[config.mk]
export PLATFORM = sky130hd
export DESIGN_NAME = knife_scheduler
export DESIGN_NICKNAME = d
export VERILOG_FILES = /design/src/rtl/knife_scheduler.sv
export SDC_FILE = /design/constraint.sdc
export NUM_CORES = 1
export LEC_CHECK = 0
export ABC_AREA = 1
export CORE_ASPECT_RATIO = 1.25
export CORE_MARGIN = 4
export CORE_UTILIZATION = 50
export CTS_CLUSTER_DIAMETER = 30
export CTS_CLUSTER_SIZE = 30
export DETAILED_ROUTE_END_ITERATION = 8
export PLACE_DENSITY_LB_ADDON = 0.12
export SYNTH_ARGS = -nofsm -noshare
export SYNTH_HDL_FRONTEND = slang
export SYNTH_SLANG_ARGS = --single-unit
[constraint.sdc]
create_clock -name clk -period 5.4 [get_ports clk]
set_clock_uncertainty 0.2 [all_clocks]
set_input_delay 1.08 -clock clk [delete_from_list [all_inputs] [get_ports clk]]
set_output_delay 1.08 -clock clk [all_outputs]
set_load 0.02 [all_outputs]
[src/rtl/knife_scheduler.sv]
// Round controller for the 16x32 knife-dodging game: phase FSM, game tick,
// falling-knife slot pool with descent/retire/spawn, and player collision.

module knife_scheduler #(
    parameter int TICK_DIV  = 250,
    parameter int SLOTS     = 8,
    parameter int LIVES     = 3,
    parameter int HIT_TICKS = 8
) (
    input  logic               clk,
    input  logic               rst,
    input  logic               function_btn,
    input  logic               left_btn,
    input  logic               right_btn,
    input  logic [4:0]         prn,
    input  logic [1:0]         difficulty,
    output logic [1:0]         state,
    output logic               tick,
    output logic [4:0]         human_col,
    output logic [SLOTS-1:0]   knife_valid,
    output logic [5*SLOTS-1:0] knife_col,
    output logic [4*SLOTS-1:0] knife_row,
    output logic [9:0]         score,
    output logic [1:0]         lives
);

    localparam int         CW       = (TICK_DIV > 1) ? $clog2(TICK_DIV) : 1;
    localparam int         FW       = $clog2(HIT_TICKS + 1);
    localparam logic [4:0] HOME_COL = 5'd14;
    localparam logic [4:0] MAX_COL  = 5'd27;

    typedef enum logic [1:0] {
        S_IDLE = 2'd0,
        S_PLAY = 2'd1,
        S_HIT  = 2'd2,
        S_OVER = 2'd3
    } state_t;

    state_t           r_state, w_state_next;
    logic             r_tick, w_tick_next;
    logic [CW-1:0]    r_cnt, w_cnt_next;
    logic [FW-1:0]    r_freeze, w_freeze_next;
    logic [1:0]       r_tidx, w_tidx_next;
    logic [4:0]       r_human_col, w_hcol_next, w_hcol_mv;
    logic [9:0]       r_score, w_score_next, w_score_sat;
    logic [1:0]       r_lives, w_lives_next;
    logic             r_fb_s, r_fb_prev;
    logic [SLOTS-1:0] r_valid, w_valid_next;
    logic [4:0]       r_col      [SLOTS];
    logic [4:0]       w_col_next [SLOTS];
    logic [3:0]       r_row      [SLOTS];
    logic [3:0]       w_row_next [SLOTS];

    logic [SLOTS-1:0] w_dvalid, w_retire, w_sp1, w_sp2, w_take1, w_take2, w_uvalid, w_hitv;
    logic [3:0]       w_drow [SLOTS];
    logic [3:0]       w_urow [SLOTS];
    logic [4:0]       w_ucol [SLOTS];
    logic [4:0]       w_retire_cnt;
    logic [10:0]      w_score_sum;
    logic [4:0]       w_col2;
    logic             w_start, w_term, w_spawn_on, w_spawn_two;

    // Edge detect runs on two registered samples so the start lands one cycle after the press is seen.
    assign w_start     = r_fb_s & ~r_fb_prev;
    assign w_term      = (r_cnt == CW'(TICK_DIV - 1));
    assign w_col2      = {prn[0], prn[4:1]};
    assign w_spawn_on  = (difficulty == 2'd0) ? (r_tidx == 2'd0) :
                         (difficulty == 2'd1) ? ~r_tidx[0] : 1'b1;
    assign w_spawn_two = (difficulty == 2'd3);

    always_comb begin
        w_hcol_mv = r_human_col;
        if (right_btn && !left_btn && (r_human_col < MAX_COL))
            w_hcol_mv = r_human_col + 5'd1;
        else if (left_btn && !right_btn && (r_human_col != 5'd0))
            w_hcol_mv = r_human_col - 5'd1;
    end

    // Per-slot descent, spawn merge and collision, all on post-update values.
    generate
        for (genvar gi = 0; gi < SLOTS; gi++) begin : g_slot
            assign w_retire[gi] = r_valid[gi] && (r_row[gi] == 4'd0);
            assign w_dvalid[gi] = r_valid[gi] && (r_row[gi] != 4'd0);
            assign w_drow[gi]   = w_dvalid[gi] ? (r_row[gi] - 4'd1) : r_row[gi];
            assign w_take1[gi]  = w_sp1[gi] & w_spawn_on;
            assign w_take2[gi]  = w_sp2[gi] & w_spawn_on & w_spawn_two;
            assign w_uvalid[gi] = w_dvalid[gi] | w_take1[gi] | w_take2[gi];
            assign w_urow[gi]   = (w_take1[gi] | w_take2[gi]) ? 4'd15 : w_drow[gi];
            assign w_ucol[gi]   = w_take1[gi] ? prn : (w_take2[gi] ? w_col2 : r_col[gi]);
            assign w_hitv[gi]   = w_uvalid[gi] && (w_urow[gi] <= 4'd5) &&
                                  ({1'b0, w_ucol[gi]} >= {1'b0, w_hcol_mv}) &&
                                  ({1'b0, w_ucol[gi]} <= ({1'b0, w_hcol_mv} + 6'd4));
            assign knife_col[5*gi +: 5] = r_col[gi];
            assign knife_row[4*gi +: 4] = r_row[gi];
        end
    endgenerate

    // Lowest and second-lowest free slots after retirement.
    always_comb begin
        logic found1, found2;
        found1 = 1'b0;
        found2 = 1'b0;
        w_sp1  = '0;
        w_sp2  = '0;
        for (int i = 0; i < SLOTS; i++) begin
            if (!w_dvalid[i]) begin
                if (!found1) begin
                    w_sp1[i] = 1'b1;
                    found1   = 1'b1;
                end else if (!found2) begin
                    w_sp2[i] = 1'b1;
                    found2   = 1'b1;
                end
            end
        end
    end

    always_comb begin
        w_retire_cnt = '0;
        for (int i = 0; i < SLOTS; i++)
            w_retire_cnt = w_retire_cnt + 5'(w_retire[i]);
        w_score_sum = {1'b0, r_score} + {6'd0, w_retire_cnt};
        w_score_sat = (w_score_sum > 11'd1023) ? 10'd1023 : w_score_sum[9:0];
    end

    always_comb begin
        w_state_next  = r_state;
        w_tick_next   = 1'b0;
        w_cnt_next    = r_cnt;
        w_freeze_next = r_freeze;
        w_tidx_next   = r_tidx;
        w_hcol_next   = r_human_col;
        w_score_next  = r_score;
        w_lives_next  = r_lives;
        w_valid_next  = r_valid;
        for (int i = 0; i < SLOTS; i++) begin
            w_col_next[i] = r_col[i];
            w_row_next[i] = r_row[i];
        end
        unique case (r_state)
            S_IDLE: begin
                w_valid_next = '0;
                for (int i = 0; i < SLOTS; i++) begin
                    w_col_next[i] = '0;
                    w_row_next[i] = '0;
                end
                w_score_next = '0;
                w_lives_next = 2'(LIVES);
                w_hcol_next  = HOME_COL;
                w_cnt_next   = '0;
                if (w_start)
                    w_state_next = S_PLAY;
            end
            S_PLAY: begin
                if (w_term) begin
                    w_cnt_next  = '0;
                    w_tick_next = 1'b1;
                end else begin
                    w_cnt_next = r_cnt + 1'b1;
                end
                if (r_tick) begin
                    w_hcol_next  = w_hcol_mv;
                    w_tidx_next  = r_tidx + 2'd1;
                    w_score_next = w_score_sat;
                    if (|w_hitv) begin
                        w_lives_next = r_lives - 2'd1;
                        w_valid_next = '0;
                        for (int i = 0; i < SLOTS; i++) begin
                            w_col_next[i] = '0;
                            w_row_next[i] = '0;
                        end
                        if (r_lives == 2'd1) begin
                            w_state_next = S_OVER;
                        end else begin
                            w_state_next  = S_HIT;
                            w_freeze_next = FW'(HIT_TICKS);
                        end
                    end else begin
                        w_valid_next = w_uvalid;
                        for (int i = 0; i < SLOTS; i++) begin
                            w_col_next[i] = w_ucol[i];
                            w_row_next[i] = w_urow[i];
                        end
                    end
                end
            end
            S_HIT: begin
                if (w_term) begin
                    w_cnt_next = '0;
                    if (r_freeze <= FW'(1)) begin
                        w_freeze_next = '0;
                        w_state_next  = S_PLAY;
                    end else begin
                        w_freeze_next = r_freeze - FW'(1);
                    end
                end else begin
                    w_cnt_next = r_cnt + 1'b1;
                end
            end
            S_OVER: begin
                w_cnt_next = '0;
                if (w_start)
                    w_state_next = S_IDLE;
            end
            default: w_state_next = S_IDLE;
        endcase
    end

    always_ff @(posedge clk) begin
        if (rst) begin
            r_state     <= S_IDLE;
            r_tick      <= 1'b0;
            r_cnt       <= '0;
            r_freeze    <= '0;
            r_tidx      <= '0;
            r_human_col <= HOME_COL;
            r_score     <= '0;
            r_lives     <= 2'(LIVES);
            r_fb_s      <= 1'b0;
            r_fb_prev   <= 1'b0;
            r_valid     <= '0;
            for (int i = 0; i < SLOTS; i++) begin
                r_col[i] <= '0;
                r_row[i] <= '0;
            end
        end else begin
            r_state     <= w_state_next;
            r_tick      <= w_tick_next;
            r_cnt       <= w_cnt_next;
            r_freeze    <= w_freeze_next;
            r_tidx      <= w_tidx_next;
            r_human_col <= w_hcol_next;
            r_score     <= w_score_next;
            r_lives     <= w_lives_next;
            r_fb_s      <= function_btn;
            r_fb_prev   <= r_fb_s;
            r_valid     <= w_valid_next;
            for (int i = 0; i < SLOTS; i++) begin
                r_col[i] <= w_col_next[i];
                r_row[i] <= w_row_next[i];
            end
        end
    end

    assign state       = r_state;
    assign tick        = r_tick;
    assign human_col   = r_human_col;
    assign knife_valid = r_valid;
    assign score       = r_score;
    assign lives       = r_lives;

endmodule

* After elaboration in Yosys (flattened, before gate mapping)
Memory sizes are Yosys's and may differ from the RTL's. Cells that the tools add are included.
Storage, ports and cells: register bits 44, RAM bits 72, output and inout port bits 100, memories 2
Memory list:
- r_col | depth 8, width 5, read ports 8, clocked after Yosys merged registers in 0, wr ports 8, line 49 | logic [4:0] r_col [SLOTS];
- r_row | depth 8, width 4, read ports 8, clocked after Yosys merged registers in 0, wr ports 8, line 51 | logic [3:0] r_row [SLOTS];
Operators by class: add/subtract/negate cells 23, order comparisons 27, eq/ne operators 14, multiplexer cells 138, bitwise operators 64, reduce and logical (&&, ||, !) cells 77
Operators by type and width (count):
- 2-to-1 mux 5 bit | 26
- 2-to-1 mux 4 bit | 29
- 2-to-1 mux 40 bit | 2
- case mux 40 bit (2 select lines) | 1
- 2-to-1 mux 32 bit | 2
- case mux 32 bit (2 select lines) | 1
- 2-to-1 mux 1 bit | 57
- less-or-equal comparator 5 x 6 -> 1 bit | 8
- logical AND 1 bit | 44
- greater-or-equal comparator 5 bit | 8
- bitwise OR 1 bit | 38
- subtractor 4 x 1 -> 4 bit (second input constant) | 9
- less-or-equal comparator 4 x 3 -> 1 bit (second input constant) | 8
- logical NOT 4 bit | 8
- case mux 8 bit (2 select lines) | 2
- nonzero test 4 bit | 8
- 2-to-1 mux 8 bit | 3
- AND 1 bit | 23
- 2-to-1 mux 10 bit | 2
- case mux 10 bit (2 select lines) | 1
- 2-to-1 mux 2 bit | 8
- adder 5 x 1 -> 5 bit | 3
- != test 2 bit (second input constant) | 7
- adder 10 x 5 -> 11 bit | 1
- 31 further kinds | 44

* Depth between registers and ports, before layout
An unclocked memory read counts as a cell.
depth after elaboration 31, gate-level depth with buffers 33

* Worst setup path before layout
No wires, ideal clock.
kind input to register, start input port left_btn, end memory r_row[1][0], in the netlist r_row[0][4], library setup time 132 ps, data arrival time 4043 ps, path slack 1025 ps, stages 23, buffers on the path 1, cells stage by stage inv_1 nor2_1 nand2_1 nand2_1 nand2_1 nand2_1 nand2_1 inv_1 ha_1 xor2_1 ha_1 a21oi_1 a21oi_1 and2_1 nor2_1 nand3_1 nor2_1 nor2_2 nand3_4 inv_2 buf_4 nand3_1 a21oi_1
RTL lines:
- from (decl) | line 13 | input logic left_btn,
- to (decl) | line 51

==> summary.md <==
| Metric | Value |
|---|---|
| Status | `complete, no violations` |
| CTS tree | `done` |
| Post-DR wirelength/cell | `15.74 um` |
| Comb pwr share | `27.0%` |
| LEAKAGE | `4.849 nW` |
| Async SR Flop Fraction | `0%` |
| # clock sinks | `116` |
| Most common cell after layout, fill and taps aside | `nand2_1` |
| Crit-path max cell delay | `0.44 ns` |
| Largest net degree at the start of global routing | `101` |
| Top area cells in the synthesized netlist | `dfxtp_1, nand2_1, ha_1, a21oi_1, inv_1` |
| Worst Tran Pin Value | `1.119 ns` |
| Crit path buf inv count | `6` |
| WP data arrival | `5.02 ns` |
| Initial DRC Count | `781` |
| Post-route non-filler standard cell count | `1706` |
| Initial antenna violation count | `0` |
| Vias | `9301` |
| Area growth syn-to-layout | `22.14%` |
| CTS root buf | `clkbuf_16` |
| Post-CTS sizing | `0` |
| Antenna Cells | `0` |
| # Max-Cap Violations | `0` |
| Fillers | `1655` |
| Placed Cells | `1674` |
| Commonest non-fill, non-tap cells in the layout | `nand2_1, a21oi_1, inv_1` |
| Final #Nets | `1577` |
| Part of the power in registers | `31.9%` |
| Share of layout cells above drive strength 1 | `6.680%` |
| Starting Density | `50.93%` |
| Crit path required time | `5.48 ns` |
| RSZ-0062 raised after global routing | `false` |
| DRC | `0` |
| Mapped Nets | `1462` |
| Slew HR | `25.40%` |
| Num rows | `54` |
| Post-Syn Area | `8912 sq um` |
| VDD IR max | `0.0002791 V` |
| Synth top area share | `26.06%` |
| Internal | `1.889 mW` |
| Crit-path most repeated cell | `a21oi_1` |
| Count of cell types in the netlist | `46` |
| Power per standard cell area | `268.7 nW/um^2` |
| Sequential area share after synthesis | `26.06%` |
| WL final | `26850 um` |
| Number of I/O pins | `112` |
| First-pass GRT wire length | `44460 um` |
| CTS Buf Count | `17` |
| Core area | `17500 sq um` |
| Vias in the first global route | `8925` |
| Vias per inst | `5.452` |
| Final Cycle Share | `91.41%` |
| DRT Pass-1 Iters | `6` |
| Final TNS setup | `0 ns` |
| Synth Flop Type | `dfxtp_1` |
| Sw Share | `35.41%` |
| Slowest cell on the critical path | `clkdlybuf4s50_1` |
| Fin. Hold Viols | `0` |
| Switching power | `1.036 mW` |
| Hold-fix buffers at CTS | `0` |
| Util after Layout | `62.21%` |
| Die Ht | `157.3 um` |
| DRT antenna net count | `0` |
| Post-synth EDFFs | `0` |
| CP Capture Type | `flop` |
| GRT Overall Usage | `27.40%` |
| Fin Hold WS | `0.2370 ns` |
| Yosys reg bits | `116` |
| CTS H-tree lvls | `4` |
| Crit-path max FO | `21` |
| Die X | `127.4 um` |
| Crit-path leading delay family | `simple AND/OR/NAND/NOR gates` |
| CTS clock-pin slew for the worst setup and hold paths | `0.06 ns` |
| Hold Path Class | `flop to flop` |
| Port-buffer cells | `111` |
| Final Setup Violations | `0` |
| Full die area | `20040 sq um` |
| Grt ovf | `0` |
| CP startpoint kind | `input pin` |
| Final GP Congestion | `0.9140` |
| Min Clock Period, post-route | `4.936 ns` |
| Post-Syn Instances | `1354` |
| Worst setup path class | `input pin to flop` |
| DP HPWL | `19380 um` |
| Pins over their slew limit | `0` |
| Post-synth top area cell | `dfxtp_1` |
| Clk_lat worst skew | `0.43 ns` |
| CP cell instances | `clkdlybuf4s50_1 -> inv_1 -> nand2_1 -> nand3_1 -> inv_1 -> nor3_1 -> inv_1 -> o21ai_0 -> ha_1 -> a21oi_1 -> o21ai_0 -> a21oi_1 -> a21oi_1 -> and2_1 -> nor2_1 -> nand3_1 -> nor2_1 -> nor2_2 -> nand3_4 -> inv_2 -> buf_12 -> nand3b_1 -> a21oi_1` |
| R2R Setup Slk | `0.69 ns` |
| Clk buf depth | `2` |
| Avg Cell Area, Syn | `6.582 sq um` |
| Clock power share | `41.1%` |
| Max frequency | `202.6 MHz` |
| Setup Fix Bufs, Post-CTS | `0` |
| Synth Warn # | `0` |
flip-flops by register name, indices dropped and copies added, names as in the netlist:
register and cells:
r_col 40, r_row 32, score 10, knife_valid 8, r_cnt 8, human_col 5, r_freeze 4, lives 2
r_tidx 2, state 2, r_fb_prev 1, r_fb_s 1, tick 1
worst register-to-register path, cell delays in order (launching register included):
cell and delay [ns]:
dfxtp_1 0.43, inv_1 0.07, ha_1 0.26, a21oi_4 0.25
nand2_2 0.14, nor2_4 0.14, nand4_2 0.16, nor3_1 0.33
inv_1 0.16, o21ai_0 0.44, ha_1 0.33, a21oi_1 0.16
o21ai_0 0.10, a21oi_1 0.13, a21oi_1 0.06, and2_1 0.15
nor2_1 0.12, nand3_1 0.09, nor2_1 0.14, nor2_2 0.08
nand3_4 0.16, inv_2 0.10, buf_12 0.17, nand3b_1 0.09
a21oi_1 0.08
per-stage QoR:
step	power, mW	worst slack [ns]	cell area [sq um]
finish	2.925	0.4639	10890
global route	3.082	0.1764	10890
CTS	2.933	0.5267	10890
detailed placement	1.733	0.07846	10260
global placement	1.725	0.1146	10260
floorplan	1.515	1.025	8912
cell families after synthesis:
kind of cell,Yosys count,share of synthesized area (%)
AO/OA/AOI/OAI,304,18.35
XOR/XNOR,21,2.064
adder cells (fa/ha/maj),96,13.90
buffers and inverters,202,10.02
flip-flops,116,26.06
AND/OR/NAND/NOR,615,29.61
cell usage after synthesis, types with 6 or more instances:
master	n
buf_2	6
o21bai_1	8
xor2_1	18
o21ai_0	86
inv_1	147
dfxtp_1	116
buf_6	6
o22ai_1	9
nand4_1	20
ha_1	91
buf_4	10
nor3_1	15
clkbuf_1	15
nand2_1	374
inv_2	7
nand3_1	70
a21oi_1	176
o211ai_1	8
nor2_1	102
per-layer routing:
layer | GRT usage [%] | vias to the layer above | routed length, um
li1 | - | 4694 | -
met1 | 35.08 | 4226 | 11630
met2 | 45.52 | 312 | 12530
met3 | 4.650 | 69 | 1714
met4 | 11.70 | 0 | 975
met5 | 0 | - | 0
worst paths after layout:
kind                                    start           to  cells after the start
worst max-delay path            difficulty[0]  r_row[0][3]                     23
worst max register to register    r_row[0][0]  r_row[0][3]                     24
worst min register to register         r_fb_s    r_fb_prev                      2
worst min-delay path                   r_fb_s    r_fb_prev                      2
power groups by stage:
stage,combinational (mW),sequential [mW],clock [mW]
finish,0.791,0.933,1.20
CTS,0.789,0.932,1.21
global route,0.880,0.937,1.26
global placement,0.775,0.950,0
detailed placement,0.784,0.950,0
floorplan,0.546,0.969,0
area by class of cell:
| class | instances | area, sq um | share of cell area [%] |
|---|---|---|---|
| Timing Repair Buffer | 141 | 1369 | 12.57 |
| Tap cell | 224 | 280.3 | 2.575 |
| Clock buffer | 21 | 470.5 | 4.322 |
| Sequential cell | 116 | 2322 | 21.33 |
| Inverter | 157 | 589.3 | 5.414 |
| Clock inverter | 11 | 150.1 | 1.379 |
| Multi-Input combinational cell | 1036 | 5704 | 52.40 |
No activity file was read; power rests on OpenSTA's default activity.
